`src/rtl/fifo_uart_tx_if.sv`:
```
// FIFO read-port bundle between the 8-bit synchronous FIFO and its UART TX consumer.
interface fifo_uart_tx_if;
    logic       fifo_empty;
    logic [7:0] fifo_data;
    logic       fifo_rd_en;

    // consumer side: watches the flags and data, owns the read strobe
    modport master (input fifo_empty, input fifo_data, output fifo_rd_en);
    // FIFO side
    modport slave  (output fifo_empty, output fifo_data, input fifo_rd_en);
endinterface

```
`src/rtl/fifo_uart_tx.sv`:
```
// UART 8N1 transmitter draining an 8-bit synchronous FIFO, one byte per frame, LSB first.
//
// state    | meaning
// ---------+-----------------------------------------------------------
// ST_IDLE  | line high, waiting for tx_en with a non-empty FIFO
// ST_READ  | fifo_rd_en high for exactly this cycle
// ST_LATCH | FIFO data valid; loaded into the shift register at cycle end
// ST_START | start bit (line low) for CLKS_PER_BIT cycles
// ST_DATA  | 8 data bits, CLKS_PER_BIT cycles each, shift register shifts right
// ST_STOP  | stop bit (line high); frame_done in its final cycle
module fifo_uart_tx #(
    parameter int CLKS_PER_BIT = 16
) (
    input  logic           clk,
    input  logic           rst,
    input  logic           tx_en,
    fifo_uart_tx_if.master fifo,
    output logic           tx,
    output logic           busy,
    output logic           frame_done
);

    localparam int CW = (CLKS_PER_BIT > 1) ? $clog2(CLKS_PER_BIT) : 1;
    localparam logic [CW-1:0] CNT_MAX = CW'(CLKS_PER_BIT - 1);

    typedef enum logic [2:0] {
        ST_IDLE,
        ST_READ,
        ST_LATCH,
        ST_START,
        ST_DATA,
        ST_STOP
    } state_t;

    state_t        state_q, state_d;
    logic [CW-1:0] cnt_q, cnt_d;
    logic [2:0]    idx_q, idx_d;
    logic [7:0]    shift_q, shift_d;
    logic          tx_q, tx_d;
    logic          rd_en_q, rd_en_d;
    logic          busy_q, busy_d;
    logic          frame_done_q, frame_done_d;
    logic          bit_end;

    assign bit_end = (cnt_q == CNT_MAX);

    // Next-state, baud counter and shift register; outputs are derived from the
    // next state so that every output comes straight from a flop.
    always_comb begin
        state_d = state_q;
        cnt_d   = cnt_q;
        idx_d   = idx_q;
        shift_d = shift_q;

        case (state_q)
            ST_IDLE: begin
                cnt_d = '0;
                if (tx_en && !fifo.fifo_empty) begin
                    state_d = ST_READ;
                end
            end
            ST_READ: begin
                cnt_d   = '0;
                state_d = ST_LATCH;
            end
            ST_LATCH: begin
                cnt_d   = '0;
                shift_d = fifo.fifo_data;
                state_d = ST_START;
            end
            ST_START: begin
                if (bit_end) begin
                    cnt_d   = '0;
                    idx_d   = '0;
                    state_d = ST_DATA;
                end else begin
                    cnt_d = cnt_q + CW'(1);
                end
            end
            ST_DATA: begin
                if (bit_end) begin
                    cnt_d   = '0;
                    shift_d = {1'b0, shift_q[7:1]};
                    if (idx_q == 3'd7) begin
                        state_d = ST_STOP;
                    end else begin
                        idx_d = idx_q + 3'd1;
                    end
                end else begin
                    cnt_d = cnt_q + CW'(1);
                end
            end
            ST_STOP: begin
                if (bit_end) begin
                    cnt_d   = '0;
                    state_d = ST_IDLE;
                end else begin
                    cnt_d = cnt_q + CW'(1);
                end
            end
            default: begin
                cnt_d   = '0;
                state_d = ST_IDLE;
            end
        endcase

        tx_d = 1'b1;
        if (state_d == ST_START) begin
            tx_d = 1'b0;
        end else if (state_d == ST_DATA) begin
            tx_d = shift_d[0];
        end
        rd_en_d      = (state_d == ST_READ);
        busy_d       = (state_d != ST_IDLE);
        frame_done_d = (state_d == ST_STOP) && (cnt_d == CNT_MAX);
    end

    // State and registered outputs; reset forces the line high immediately and
    // drops any byte already popped.
    always_ff @(posedge clk or negedge rst) begin
        if (!rst) begin
            state_q      <= ST_IDLE;
            cnt_q        <= '0;
            idx_q        <= '0;
            shift_q      <= '0;
            tx_q         <= 1'b1;
            rd_en_q      <= 1'b0;
            busy_q       <= 1'b0;
            frame_done_q <= 1'b0;
        end else begin
            state_q      <= state_d;
            cnt_q        <= cnt_d;
            idx_q        <= idx_d;
            shift_q      <= shift_d;
            tx_q         <= tx_d;
            rd_en_q      <= rd_en_d;
            busy_q       <= busy_d;
            frame_done_q <= frame_done_d;
        end
    end

    assign fifo.fifo_rd_en = rd_en_q;
    assign tx              = tx_q;
    assign busy            = busy_q;
    assign frame_done      = frame_done_q;

endmodule

```
`src/flat_wrapper.sv`:
```
// flat-port wrapper written by rule: the top's interface ports become plain ports
module fifo_uart_tx_flat 
#(
    parameter int CLKS_PER_BIT = 16
)
  (clk, rst, tx_en, tx, busy, frame_done, fifo_fifo_empty, fifo_fifo_data, fifo_fifo_rd_en);
  fifo_uart_tx_if fifo_i ();
  input  logic clk;
  input  logic rst;
  input  logic tx_en;
  output logic tx;
  output logic busy;
  output logic frame_done;
  input wire logic [$bits(fifo_i.fifo_empty)-1:0] fifo_fifo_empty;
  input wire logic [$bits(fifo_i.fifo_data)-1:0] fifo_fifo_data;
  output wire logic [$bits(fifo_i.fifo_rd_en)-1:0] fifo_fifo_rd_en;
  assign fifo_i.fifo_empty = fifo_fifo_empty;
  assign fifo_i.fifo_data = fifo_fifo_data;
  assign fifo_fifo_rd_en = fifo_i.fifo_rd_en;
  fifo_uart_tx #(.CLKS_PER_BIT(CLKS_PER_BIT)) u_core (.clk(clk), .rst(rst), .tx_en(tx_en), .fifo(fifo_i), .tx(tx), .busy(busy), .frame_done(frame_done));
endmodule
```
`config.mk`:
```
export PLATFORM = sky130hd
export DESIGN_NAME = fifo_uart_tx_flat
export DESIGN_NICKNAME = d
export VERILOG_FILES = /design/src/rtl/fifo_uart_tx_if.sv /design/src/rtl/fifo_uart_tx.sv /design/src/flat_wrapper.sv
export SDC_FILE = /design/constraint.sdc
export NUM_CORES = 1
export LEC_CHECK = 0
export ABC_AREA = 1
export CAP_MARGIN = 10
export CORE_UTILIZATION = 32
export DETAILED_ROUTE_END_ITERATION = 7
export PLACE_DENSITY = 0.54
export SYNTH_ARGS = -nofsm -noshare
export SYNTH_HDL_FRONTEND = slang
export SYNTH_SLANG_ARGS = --single-unit
export TNS_END_PERCENT = 1
```
`constraint.sdc`:
```
create_clock -name clk -period 1.7 [get_ports clk]
set_input_delay 0.255 -clock clk [delete_from_list [all_inputs] [get_ports clk]]
set_output_delay 0.255 -clock clk [all_outputs]
set_load 0.02 [all_outputs]
```
# ---- Word-level counts from Yosys, hierarchy flattened
# Index checks and enable logic that the tools add are counted.
dict set report totals {
  in_bits 12
  wordCells 52
  reg_bits 22
  output_inout_bits 4
}
dict set report op_classes {
  eq_ne 15
  mux 16
  add_sub_neg 2
  n_reduce_logical 10
}
# cell n
set ops {}
lappend ops {{two-way mux 3 bit} 8}
lappend ops {{one-hot mux 3 bit (6 select lines)} 1}
lappend ops {{one-hot mux 8 bit (2 select lines)} 1}
lappend ops {{equality test 3 bit, second input constant} 5}
lappend ops {{equality test 3 x 2 -> 1 bit, second input constant} 3}
lappend ops {{equality test 4 bit, second input constant} 2}
lappend ops {{two-way mux 4 bit} 2}
lappend ops {{two-way mux 8 bit} 1}
lappend ops {{equality test 3 x 1 -> 1 bit, second input constant} 2}
lappend ops {{one-hot mux 3 bit (2 select lines)} 1}
lappend ops {{adder 4 x 1 -> 4 bit, second input constant} 1}
lappend ops {{inequality test 2 x 1 -> 1 bit, second input constant} 2}
lappend ops {{AND reduction 4 bit} 1}
lappend ops {{nonzero test 2 bit} 2}
lappend ops {{adder 3 x 1 -> 3 bit, second input constant} 1}
lappend ops {{logical NOT 3 bit} 1}
lappend ops {{nonzero test 3 bit} 1}
lappend ops {{OR reduction 3 bit} 1}
lappend ops {{logical AND 1 bit} 2}
lappend ops {{two-way mux 1 bit} 2}
lappend ops {{inequality test 2 bit, second input constant} 1}
lappend ops {{AND reduction 2 bit} 1}
lappend ops {{logical NOT 1 bit} 1}

# ---- Logic depth before layout (Yosys ltp)
dict set report depth {
  ltp_word 7
  mapped_depth 8
  depth_no_buf 8
}

# ---- Worst setup path after synthesis
# Ideal clock, no wire load.
dict set report synth_path {
  path_type {register to register}
  startpoint {register u_core.cnt_q[0]}
  endpoint {register u_core.busy_q, in the netlist u_core.busy}
  path_buffers 0
  path_stages_with_launch 8
  synth_period_minus_slack_ps 1421
  setup_slack_ps 279
  setup_time_ps 124
  required_time_ps 1576
  arrival_ps 1297
  cell_sequence {dfrtp_1 -> ha_1 -> nand3_4 -> nand3_1 -> nand2_1 -> nor2_1 -> nand3_1 -> or2_1}
}
dict set report synth_between {
  elab_chain_cells 4
  word_cells_on_any_way 6
  classes_between {eq/ne (1); mux (4); reduce/logical (1)}
}
# item line
set synth_rtl {}
lappend synth_rtl {{start: declaration} fifo_uart_tx.sv:36} ;# logic [CW-1:0] cnt_q, cnt_d;
lappend synth_rtl {{start signal: assignment} fifo_uart_tx.sv:132} ;# cnt_q <= cnt_d;
lappend synth_rtl {{equality test 4 bit (*)} fifo_uart_tx.sv:45} ;# assign bit_end = (cnt_q == CNT_MAX);
lappend synth_rtl {{two-way mux 3 bit (on tied branches)} {fifo_uart_tx.sv:94, fifo_uart_tx.sv:72, fifo_uart_tx.sv:81}}
lappend synth_rtl {{one-hot mux 3 bit (6 select lines) (*)} fifo_uart_tx.sv:55} ;# case (state_q)
lappend synth_rtl {{nonzero test 3 bit (*)} fifo_uart_tx.sv:114} ;# busy_d = (state_d != ST_IDLE);
lappend synth_rtl {{net u_core.busy_d} fifo_uart_tx.sv:41} ;# logic busy_q, busy_d;
lappend synth_rtl {{end signal: assignment} fifo_uart_tx.sv:137} ;# busy_q <= busy_d;
lappend synth_rtl {{end: declaration} fifo_uart_tx.sv:41}
# The timed path passes the listed nets; every way through them passes the cells marked *.
# A chain may end at the register's enable or synchronous reset.

# ---- Final worst setup path
# Ends and elaborated chain as after synthesis.

==> results.json <==
{
  "finalClockSkew_ns": 0.00586,
  "async_flop_share_pct": 100,
  "r2r-start": "u_core.cnt_q[0]",
  "met1_length_um": 962,
  "drive_above_1_share_pct": 14.8,
  "final_common_cell": "nand2_1",
  "dr_wl_met2_um": 975,
  "cts_root_buf": "clkbuf_4",
  "coreArea_um2": 3130,
  "synth_ff_type": "dfrtp_1",
  "drtIter0Drc": 9,
  "final_cell_mix": "26 x nand2_1, 21 x dfrtp_1, 14 x clkdlybuf4s50_1, 11 x inv_1, 10 x nor2_1",
  "min_period_ns": 1.55,
  "synth_seq_area_share_pct": 50.7,
  "floorplan.rows": 20,
  "startpoint_type": "flop",
  "yosysTopAreaCell": "dfrtp_1",
  "syn-num-nets": 130,
  "dieArea_um2": 3640,
  "antenna_left": 0,
  "die_w_um": 60.3,
  "cts_max_path_buffers": 2,
  "cts_sinks": 22,
  "grt_pass1_wl_mm": 3.59,
  "cp_data_required_time_ns": 1.90,
  "fmax_mhz": 646,
  "p_int_mw": 0.655,
  "cp.arrival_ns": 1.75,
  "grt_start_max_net_pins": 23,
  "r2r_cells": 7,
  "timing.final.ws_setup_ns": 0.152,
  "path_class": "reg2reg",
  "clock_latency_ns": 0.30,
  "p_leak_nw": 0.629,
  "powerDensity_nw_per_um2": 629,
  "netlist_area_um2": 1090,
  "power_switching_mw": 0.180,
  "hold_violations": 0,
  "synthTopCellsByArea": "dfrtp_1 48%, nand2_1 9.0%, nand3_1 4.1%, a22oi_1 4.1%, inv_1 3.8%",
  "cp-end-kind": "flop",
  "nets": 151,
  "drv_cap": 0,
  "synth_cell_type_count": 31,
  "totalWireLength_mm": 2.04,
  "clk_pin_slew_ns": 0.12,
  "outcome": "complete, no violations",
  "portBuffers": 15,
  "ys_ff_latch": 22,
  "hp-class": "in2async",
  "cts_buffers": 3,
  "io_pins": 16,
  "drc": 0,
  "start_util_pct": 34.8,
  "r2r_slack_ns": 0.15,
  "p_seq_share_pct": 64.5,
  "gp_congestion": 0.814,
  "top_layer": "met4",
  "worst_pin_slew_ns": 0.284,
  "grt_pass1_vias": 868,
  "vdd_drop_max_uv": 295,
  "synth-edff-count": 0,
  "vias": 839,
  "slew_viol_final": 0,
  "fin_tns_setup_ns": 0,
  "swShare_pct": 21.5,
  "synth_top_area_share_pct": 48.3,
  "antenna_found_initial": 0,
  "holdBufCountCts": 0,
  "rsz0062_at_grt": "false",
  "n_antenna_cell": 0,
  "die_h_um": 60.3,
  "synthesis.instances": 115,
  "syn_to_final_growth_pct": 22.1,
  "grt_overflow_total": 0,
  "wl_met3_um": 89,
  "r2r_end": "u_core.busy",
  "ys_warn_count": 0,
  "drt_pre_antenna_iters": 4,
  "routed_via_density": 4.69,
  "syn_avg_cell_area_um2": 9.47,
  "crit_fanout": 6,
  "pre_cts_ws_ns": 0.133,
  "post_drt_wl_per_cell_um": 11.4,
  "hpwl_mm": 1.54,
  "cts_tree": "done",
  "share_comb_of_total_power_pct": 6.1,
  "setup_violations": 0,
  "gr-usage-all-layers_pct": 13.4,
  "relSlewSlack_pct": 81.0,
  "htreeDepth": 1,
  "clockPowerShare_pct": 29.4,
  "finalCritPeriodShare_pct": 91.1
}
==> power by group through the flow <==
stage,Sequential (mW),Clock [mW],Combinational [mW]
2_1_floorplan,0.549,0,0.0103
3_3_place_gp,0.548,0,0.0536
3_5_place_dp,0.549,0,0.0539
4_1_cts,0.539,0.264,0.0531
5_1_grt,0.540,0.285,0.0581
6_report,0.538,0.245,0.0514
==> timing repair <==
action	4_1_cts	5_1_grt
cloned	0	0
endpoints found under the setup margin	1	3
gates resized for setup	1	1
buffers inserted	0	0
==> flip-flops by register name (all words and copies together), names as in the netlist <==
| register | flops |
|---|---|
| u_core.shift_q | 8 |
| u_core.cnt_q | 4 |
| u_core.idx_q | 3 |
| u_core.state_q | 3 |
| u_core.busy | 1 |
| u_core.fifo.fifo_rd_en | 1 |
| u_core.frame_done | 1 |
| u_core.tx | 1 |
==> synthesized netlist by cell type (2+ instances only) <==
library cell and instances:
a22oi_1 6, inv_1 11, nand2_1 26, inv_2 2, nand4_1 2, dfrtp_1 21, nor2_1 10, ha_1 3
nand3_1 9, o21ai_1 2, nor2_4 2, nor3_2 2
==> logic make-up after synthesis <==
| group | share of synthesized area (%) |
|---|---|
| compound gates | 9.08 |
| xor+xnor | 1.61 |
| fa+ha+maj | 3.45 |
| buf+inv | 4.48 |
| flops | 50.7 |
| mux | 0.920 |
| simple gates | 29.8 |
==> cell type report <==
class                      instances  area [um2]
inverter                          13        48.8
timing repair buffer              16         156
sequential                        22         552
tap                               44        55.1
clock buffer                       4        26.3
fill                             327        1800
multi-input combinational         80         490
==> critical path, cell delays in order (launching register included) <==
cell and delay [ns]:
dfrtp_1 0.42, ha_2 0.25, nand3_4 0.13, nand3_1 0.15, nand2_1 0.07, nor2_1 0.12, nand3_1 0.10, or2_1 0.21
==> stage by stage <==
step / hold slack [ns] / util [%] / instance area (um2) / total power, mW / instances
floorplan: -0.0406 / - / 1090 / 0.559 / 115
global placement: 0.470 / 41.6 / 1300 / 0.602 / 175
detailed placement: 0.470 / 41.6 / 1300 / 0.602 / 175
CTS: 0.276 / 42.4 / 1330 / 0.855 / 179
global route: 0.293 / 42.5 / 1330 / 0.883 / 179
finish: 0.280 / 42.5 / 1330 / 0.835 / 179
==> how the worst max path moves through the flow <==
stage / from / end / cells past startpoint
5_1_grt: u_core.cnt_q[0] / u_core.busy / 7
4_1_cts: u_core.cnt_q[0] / u_core.busy / 7
3_5_place_dp: u_core.cnt_q[0] / u_core.busy / 7
6_report: u_core.cnt_q[0] / u_core.busy / 7
2_1_floorplan: u_core.cnt_q[0] / u_core.busy / 7
3_3_place_gp: u_core.cnt_q[0] / u_core.tx / 8
==> layer usage <==
layer,global-route usage (%),vias to the layer above
met5,0,-
met4,6.31,0
met3,1.95,2
met2,23.4,20
met1,16.0,393
li1,-,424
Power figures use the tool's default switching activity.
